`src/rtl/kbd_cmd_pkg.sv`:
```
// Shared types for the keyboard command controller: command codes, key constants, decoder.
// Build option KBD_LOWERCASE_EN: when defined, lowercase letters decode like uppercase.
package kbd_cmd_pkg;

    typedef enum logic [2:0] {
        CMD_NONE    = 3'd0,
        CMD_STOP    = 3'd1,
        CMD_START   = 3'd2,
        CMD_BACK    = 3'd3,
        CMD_FWD     = 3'd4,
        CMD_RESTART = 3'd5
    } cmd_t;

    localparam logic [7:0] ASCII_D = 8'h44;
    localparam logic [7:0] ASCII_E = 8'h45;
    localparam logic [7:0] ASCII_B = 8'h42;
    localparam logic [7:0] ASCII_F = 8'h46;
    localparam logic [7:0] ASCII_R = 8'h52;

    function automatic cmd_t decode_key(input logic [7:0] key);
        logic [7:0] w_key;
        cmd_t       w_cmd;
        w_key = key;
`ifdef KBD_LOWERCASE_EN
        // Folding bit 5 maps 'a'..'z' onto 'A'..'Z'.
        if (key >= 8'h61 && key <= 8'h7A) begin
            w_key = key & 8'hDF;
        end
`endif
        case (w_key)
            ASCII_D: w_cmd = CMD_STOP;
            ASCII_E: w_cmd = CMD_START;
            ASCII_B: w_cmd = CMD_BACK;
            ASCII_F: w_cmd = CMD_FWD;
            ASCII_R: w_cmd = CMD_RESTART;
            default: w_cmd = CMD_NONE;
        endcase
        return w_cmd;
    endfunction

endpackage

```
`src/rtl/kbd_cmd_ctrl_if.sv`:
```
// Command handshake between the keyboard controller (master) and the flash/audio FSM (slave).
// A command transfers on a rising clk edge where cmd_valid && cmd_ready; cmd_valid never waits on cmd_ready.
interface kbd_cmd_ctrl_if;
    import kbd_cmd_pkg::*;

    logic cmd_valid;
    logic cmd_ready;
    cmd_t cmd_code;

    modport master (
        output cmd_valid,
        output cmd_code,
        input  cmd_ready
    );

    modport slave (
        input  cmd_valid,
        input  cmd_code,
        output cmd_ready
    );

endinterface

```
`src/rtl/kbd_cmd_fifo.sv`:
```
// Parametrised synchronous FIFO (power-of-two DEPTH) holding queued commands.
// A push while full is accepted only when a pop happens on the same edge.
module kbd_cmd_fifo #(
    parameter int DEPTH = 4,
    parameter int WIDTH = 3
) (
    input  logic             clk,
    input  logic             reset_n,
    input  logic             push,
    input  logic [WIDTH-1:0] din,
    input  logic             pop,
    output logic [WIDTH-1:0] dout,
    output logic             empty,
    output logic             full
);

    localparam int AW = (DEPTH > 1) ? $clog2(DEPTH) : 1;

    logic [WIDTH-1:0] r_mem [DEPTH];
    logic [AW-1:0]    r_wr_ptr;
    logic [AW-1:0]    r_rd_ptr;
    logic [AW:0]      r_count;

    logic w_do_pop;
    logic w_do_push;

    assign empty     = (r_count == '0);
    assign full      = (r_count == (AW+1)'(DEPTH));
    assign w_do_pop  = pop && !empty;
    assign w_do_push = push && (!full || w_do_pop);
    assign dout      = r_mem[r_rd_ptr];

    always_ff @(posedge clk or negedge reset_n) begin
        if (!reset_n) begin
            r_wr_ptr <= '0;
            r_rd_ptr <= '0;
            r_count  <= '0;
        end else begin
            if (w_do_push) begin
                r_wr_ptr <= r_wr_ptr + AW'(1);
            end
            if (w_do_pop) begin
                r_rd_ptr <= r_rd_ptr + AW'(1);
            end
            case ({w_do_push, w_do_pop})
                2'b10:   r_count <= r_count + (AW+1)'(1);
                2'b01:   r_count <= r_count - (AW+1)'(1);
                default: r_count <= r_count;
            endcase
        end
    end

    // Storage needs no reset: a slot is only read after it has been written.
    always_ff @(posedge clk) begin
        if (w_do_push) begin
            r_mem[r_wr_ptr] <= din;
        end
    end

endmodule

```
`src/rtl/kbd_cmd_ctrl.sv`:
```
// Keyboard command controller: synchronise and debounce the ASCII byte, decode player commands,
// track play/direction status and queue commands for the audio FSM. Honours KBD_LOWERCASE_EN.
module kbd_cmd_ctrl
    import kbd_cmd_pkg::*;
#(
    parameter int STABLE_CYCLES = 4,
    parameter int QUEUE_DEPTH   = 4
) (
    input  logic                  clk,
    input  logic                  reset_n,
    input  logic [7:0]            kbd,
    kbd_cmd_ctrl_if.master        cmd_if,
    output logic                  playing,
    output logic                  forward,
    output logic                  restart_pulse,
    output logic                  overflow
);

    localparam logic [7:0] STABLE = 8'(STABLE_CYCLES);

    logic [7:0] r_sync1;
    logic [7:0] r_kbd_s;
    logic [7:0] r_cnt;
    logic [7:0] r_last_acc;
    logic       r_playing;
    logic       r_forward;
    logic       r_restart;
    logic       r_overflow;

    logic [7:0] w_cnt_next;
    logic       w_accept;
    cmd_t       w_cmd;
    logic       w_push;
    logic       w_pop;
    logic       w_empty;
    logic       w_full;
    logic [2:0] w_dout;

    // The filter judges the sample that is entering kbd_s, so r_kbd_s is both the second
    // synchroniser stage and the filter candidate; acceptance lands STABLE-1 edges after kbd_s updates.
    always_comb begin
        w_cnt_next = 8'd1;
        if (r_sync1 == r_kbd_s) begin
            w_cnt_next = (r_cnt >= STABLE) ? STABLE : r_cnt + 8'd1;
        end
    end

    assign w_accept = (w_cnt_next == STABLE) && (r_sync1 != r_last_acc);
    assign w_cmd    = decode_key(r_sync1);
    assign w_push   = w_accept && (w_cmd != CMD_NONE);
    assign w_pop    = cmd_if.cmd_valid && cmd_if.cmd_ready;

    always_ff @(posedge clk or negedge reset_n) begin
        if (!reset_n) begin
            r_sync1    <= 8'h00;
            r_kbd_s    <= 8'h00;
            r_cnt      <= 8'd0;
            r_last_acc <= 8'h00;
        end else begin
            r_sync1 <= kbd;
            r_kbd_s <= r_sync1;
            r_cnt   <= w_cnt_next;
            if (w_accept) begin
                r_last_acc <= r_sync1;
            end
        end
    end

    always_ff @(posedge clk or negedge reset_n) begin
        if (!reset_n) begin
            r_playing  <= 1'b0;
            r_forward  <= 1'b1;
            r_restart  <= 1'b0;
            r_overflow <= 1'b0;
        end else begin
            r_restart <= w_accept && (w_cmd == CMD_RESTART);
            if (w_accept) begin
                case (w_cmd)
                    CMD_START: r_playing <= 1'b1;
                    CMD_STOP:  r_playing <= 1'b0;
                    CMD_FWD:   r_forward <= 1'b1;
                    CMD_BACK:  r_forward <= 1'b0;
                    default:   ;
                endcase
            end
            // Status above still follows a dropped command; only the queue entry is lost.
            if (w_push && w_full && !w_pop) begin
                r_overflow <= 1'b1;
            end
        end
    end

    kbd_cmd_fifo #(
        .DEPTH (QUEUE_DEPTH),
        .WIDTH (3)
    ) u_fifo (
        .clk     (clk),
        .reset_n (reset_n),
        .push    (w_push),
        .din     (w_cmd),
        .pop     (w_pop),
        .dout    (w_dout),
        .empty   (w_empty),
        .full    (w_full)
    );

    assign cmd_if.cmd_valid = !w_empty;
    assign cmd_if.cmd_code  = w_empty ? CMD_NONE : cmd_t'(w_dout);
    assign playing          = r_playing;
    assign forward          = r_forward;
    assign restart_pulse    = r_restart;
    assign overflow         = r_overflow;

endmodule

```
`src/flat_wrapper.sv`:
```
// flat-port wrapper written by rule: the top's interface ports become plain ports
module kbd_cmd_ctrl_flat import kbd_cmd_pkg::*;
#(
    parameter int STABLE_CYCLES = 4,
    parameter int QUEUE_DEPTH   = 4
)
  (clk, reset_n, kbd, playing, forward, restart_pulse, overflow, cmd_if_cmd_valid, cmd_if_cmd_code, cmd_if_cmd_ready);
  kbd_cmd_ctrl_if cmd_if_i ();
  input  logic clk;
  input  logic reset_n;
  input  logic [7:0] kbd;
  output logic playing;
  output logic forward;
  output logic restart_pulse;
  output logic overflow;
  output wire logic [$bits(cmd_if_i.cmd_valid)-1:0] cmd_if_cmd_valid;
  output wire logic [$bits(cmd_if_i.cmd_code)-1:0] cmd_if_cmd_code;
  input wire logic [$bits(cmd_if_i.cmd_ready)-1:0] cmd_if_cmd_ready;
  assign cmd_if_cmd_valid = cmd_if_i.cmd_valid;
  assign cmd_if_cmd_code = cmd_if_i.cmd_code;
  assign cmd_if_i.cmd_ready = cmd_if_cmd_ready;
  kbd_cmd_ctrl #(.STABLE_CYCLES(STABLE_CYCLES), .QUEUE_DEPTH(QUEUE_DEPTH)) u_core (.clk(clk), .reset_n(reset_n), .kbd(kbd), .cmd_if(cmd_if_i), .playing(playing), .forward(forward), .restart_pulse(restart_pulse), .overflow(overflow));
endmodule
```
`config.mk`:
```
export PLATFORM = sky130hd
export DESIGN_NAME = kbd_cmd_ctrl_flat
export DESIGN_NICKNAME = d
export VERILOG_FILES = /design/src/rtl/kbd_cmd_pkg.sv /design/src/rtl/kbd_cmd_ctrl_if.sv /design/src/rtl/kbd_cmd_fifo.sv /design/src/rtl/kbd_cmd_ctrl.sv /design/src/flat_wrapper.sv
export SDC_FILE = /design/constraint.sdc
export NUM_CORES = 1
export LEC_CHECK = 0
export CORE_MARGIN = 1
export CORE_UTILIZATION = 55
export CTS_CLUSTER_SIZE = 20
export DETAILED_ROUTE_END_ITERATION = 8
export PLACE_DENSITY = 0.76
export SLEW_MARGIN = 0
export SYNTH_ARGS = -nofsm -noshare
export SYNTH_HDL_FRONTEND = slang
export SYNTH_SLANG_ARGS = --single-unit
```
`constraint.sdc`:
```
create_clock -name clk -period 4.16 [get_ports clk]
set_clock_uncertainty 0.1 [all_clocks]
set_input_delay 1.248 -clock clk [delete_from_list [all_inputs] [get_ports clk]]
set_output_delay 1.248 -clock clk [all_outputs]
set_load 0.03 [all_outputs]
```
==> flow_summary.yaml <==
logic_synthesis:
  yosysWarnings: 0
  syn_area_mm2: 0.00251
  synth_edf_count: 12
  synth_cell_types: 44
  ys_async_sr_fraction: 0.782
  synth-seq-area-share: 0.573
  ys_dominant_reg_cell: "dfrtp_1"
  yosys_register_bits: 55
  avgSynthCellArea_um2: 13.6
  netlist_instances: 185
setup_path:
  crit_type: "reg -> out"
  required_ns: 2.81
  cp-start-kind: "flop"
  cp-end-kind: "output pin"
  critPathArrivalTime_ns: 2.11
  crit_start: "u_core.u_fifo.r_rd_ptr[0]"
  reg2reg_depth: 10
  r2r-start: "u_core.r_sync1[4]"
  crit_fanout: 5
run:
  maxCapViolCount: 0
grt:
  grt_pass1_vias: 1474
  use_met3: 0.0407
  grtUsageMet1: 0.229
  antenna_found_initial: 0
  grt_max_degree: 44
  grtUsageTotal: 0.184
  grt_busiest_layer: "met2"
  grt_overflow_total: 0
  use_met2: 0.311
  grt_pass1_wl_mm: 6.87
die:
  core-area_mm2: 0.00435
  initial_utilization: 0.576
  ios: 19
  die_height_um: 69.5
  die_w_um: 69.5
  std_cell_rows: 24
  dieArea_mm2: 0.00483
clock_network:
  cts_tree: "built"
  root_buffer: "clkbuf_8"
  clkTransAtPathRegs_ns: 0.11
  postCtsHoldBufs: 0
  cts_setup_buffers: 0
  htreeDepth: 2
  cts_buffers: 5
  clockBufferDepth: 2
  cts_num_sinks: 55
  ctsResizeCount: 0
  clkLatencyLatePin_ns: 0.31
drt:
  drt-wirelength-per-cell_um: 15.2
  vias_per_cell: 5.54
  drt_iter0_drc: 78
  drt-pass1-iter-count: 4
  drt-total-wl_mm: 3.93
  drc: 0
  ant_nets: 0
  via_count: 1436
sta:
  min_period_ns: 3.45
  drv_slew: 0
  worst_slew_pin_slew_ns: 0.945
  max_freq_mhz: 290
  setup_tns_ns: 0
  setup_viol: 0
  rsz0062_at_grt: "false"
  hold_violations: 0
  max_slew_margin: 0.370
  fin_crit_sh: 0.830
finish:
  drive_gt1_frac: 0.164
  nNetsFinal: 224
  area_growth_pct: 11.8
  diodes: 0
  fillCellCount: 304
hold_path:
  hold_depth: 1
  hold_class: "reg -> reg"
  hold_start: "u_core.overflow"
power_and_ir_drop:
  power_uw: 1330
  p_leak_uw: 0.00115
  power_density_mw_per_mm2: 474
  peakVddDrop_mv: 0.279
placed_design:
  portBuffers: 18
  hpwlAfterDp_mm: 2.93
  routabilityCongestion: 0.770
status:
  status: "finished, final reports clean"
## routing by layer
metal | vias up | wire length (um)
li1 | 681 | -
met1 | 725 | 1670
met2 | 24 | 2100
met3 | 6 | 113
met4 | 0 | 50
met5 | - | 0
## layout by cell type, fill, tap and decap left out, types with 6 or more instances in the layout
cell             instances
xnor2_1                 14
inv_1                   10
mux2_2                  12
edfxtp_1                12
ha_1                     6
xor2_1                   8
nor3_1                   7
nor2_1                  10
clkdlybuf4s50_1         17
dfrtp_1                 42
and2_1                   7
## synth_stat cells, types with 2 or more instances
| library cell | n | area share |
|---|---|---|
| inv_1 | 10 | 0.015 |
| and2_1 | 7 | 0.017 |
| nand2_1 | 5 | 0.0075 |
| dfrtp_1 | 42 | 0.42 |
| nor3_1 | 7 | 0.014 |
| o21ai_0 | 5 | 0.010 |
| buf_6 | 2 | 0.0090 |
| xor2_1 | 8 | 0.028 |
| nand4_1 | 3 | 0.0075 |
| clkbuf_1 | 2 | 0.0030 |
| o211ai_1 | 2 | 0.0060 |
| nor2_1 | 10 | 0.015 |
| buf_2 | 2 | 0.0040 |
| mux2_2 | 12 | 0.054 |
| or2b_2 | 2 | 0.0070 |
| ha_1 | 6 | 0.030 |
| nand2b_1 | 2 | 0.0050 |
| nor4_1 | 3 | 0.0075 |
| edfxtp_1 | 12 | 0.14 |
| nor4_4 | 2 | 0.017 |
| xnor2_1 | 14 | 0.049 |
| nand3_1 | 3 | 0.0060 |
| mux4_2 | 3 | 0.027 |
## kinds of logic after synthesis
group,Yosys count,share of synthesized area
and+or+nand+nor,51,0.132
other,1,0.00150
buffers and inverters,18,0.0394
adders and majority gates,7,0.0379
xor gates and xnor gates,22,0.0768
AOI/OAI and AO/OA,16,0.0584
DFF,55,0.573
muxes,15,0.0808
## critical path, cell delays in order (launching register included)
cell             delay (ns)
dfrtp_1                0.50
mux4_2                 0.54
and2_1                 0.17
clkdlybuf4s50_1        0.58
## state kept, by name (all words and copies together) (netlist names)
signal / flops
u_core.u_fifo.r_wr_ptr: 2
u_core.playing: 1
u_core.forward: 1
u_core.r_kbd_s: 8
u_core.r_last_acc: 8
u_core.restart_pulse: 1
u_core.u_fifo.r_count: 3
u_core.u_fifo.r_mem: 12
u_core.u_fifo.r_rd_ptr: 2
u_core.r_sync1: 8
u_core.overflow: 1
u_core.r_cnt: 8
## power by group
group | switching [uW] | internal, uW
logic | 183 | 178
clock network | 186 | 128
registers | 60.4 | 595
total | 429 | 901
## stage by stage
stage	instance area [um^2]	hold slack [ns]	utilization	worst slack, ns	instances
final	2800	0.380	0.644	0.706	259
after CTS	2800	0.391	0.644	0.668	259
after global placement	2700	0.366	0.620	0.962	251
after floorplan	2520	0.255	-	1.32	189
after detailed placement	2700	0.366	0.620	0.814	251
after global routing	2800	0.396	0.644	0.609	259
## area by class of cell
class / count / area (um^2) / area share
multi-input cells: 116 / 986 / 0.352
clock inverters: 3 / 33.8 / 0.0120
clock buffers: 5 / 68.8 / 0.0245
repair buffers: 18 / 175 / 0.0625
inverters: 10 / 37.5 / 0.0134
well taps: 52 / 65.1 / 0.0232
flip-flops and latches: 55 / 1440 / 0.513
## worst paths after layout
| path | to | slack (ns) |
|---|---|---|
| setup / recovery | cmd_if_cmd_code[0] | 0.71 |
| hold / removal | u_core.overflow | 0.38 |
| setup reg to reg | u_core.u_fifo.r_count[2] | 0.94 |
| hold reg to reg | u_core.overflow | 0.38 |
| max in group asynchronous | u_core.r_kbd_s[0] | 2.41 |
| min in group asynchronous | u_core.r_last_acc[3] | 0.97 |
(Power assumes the default switching activity.)
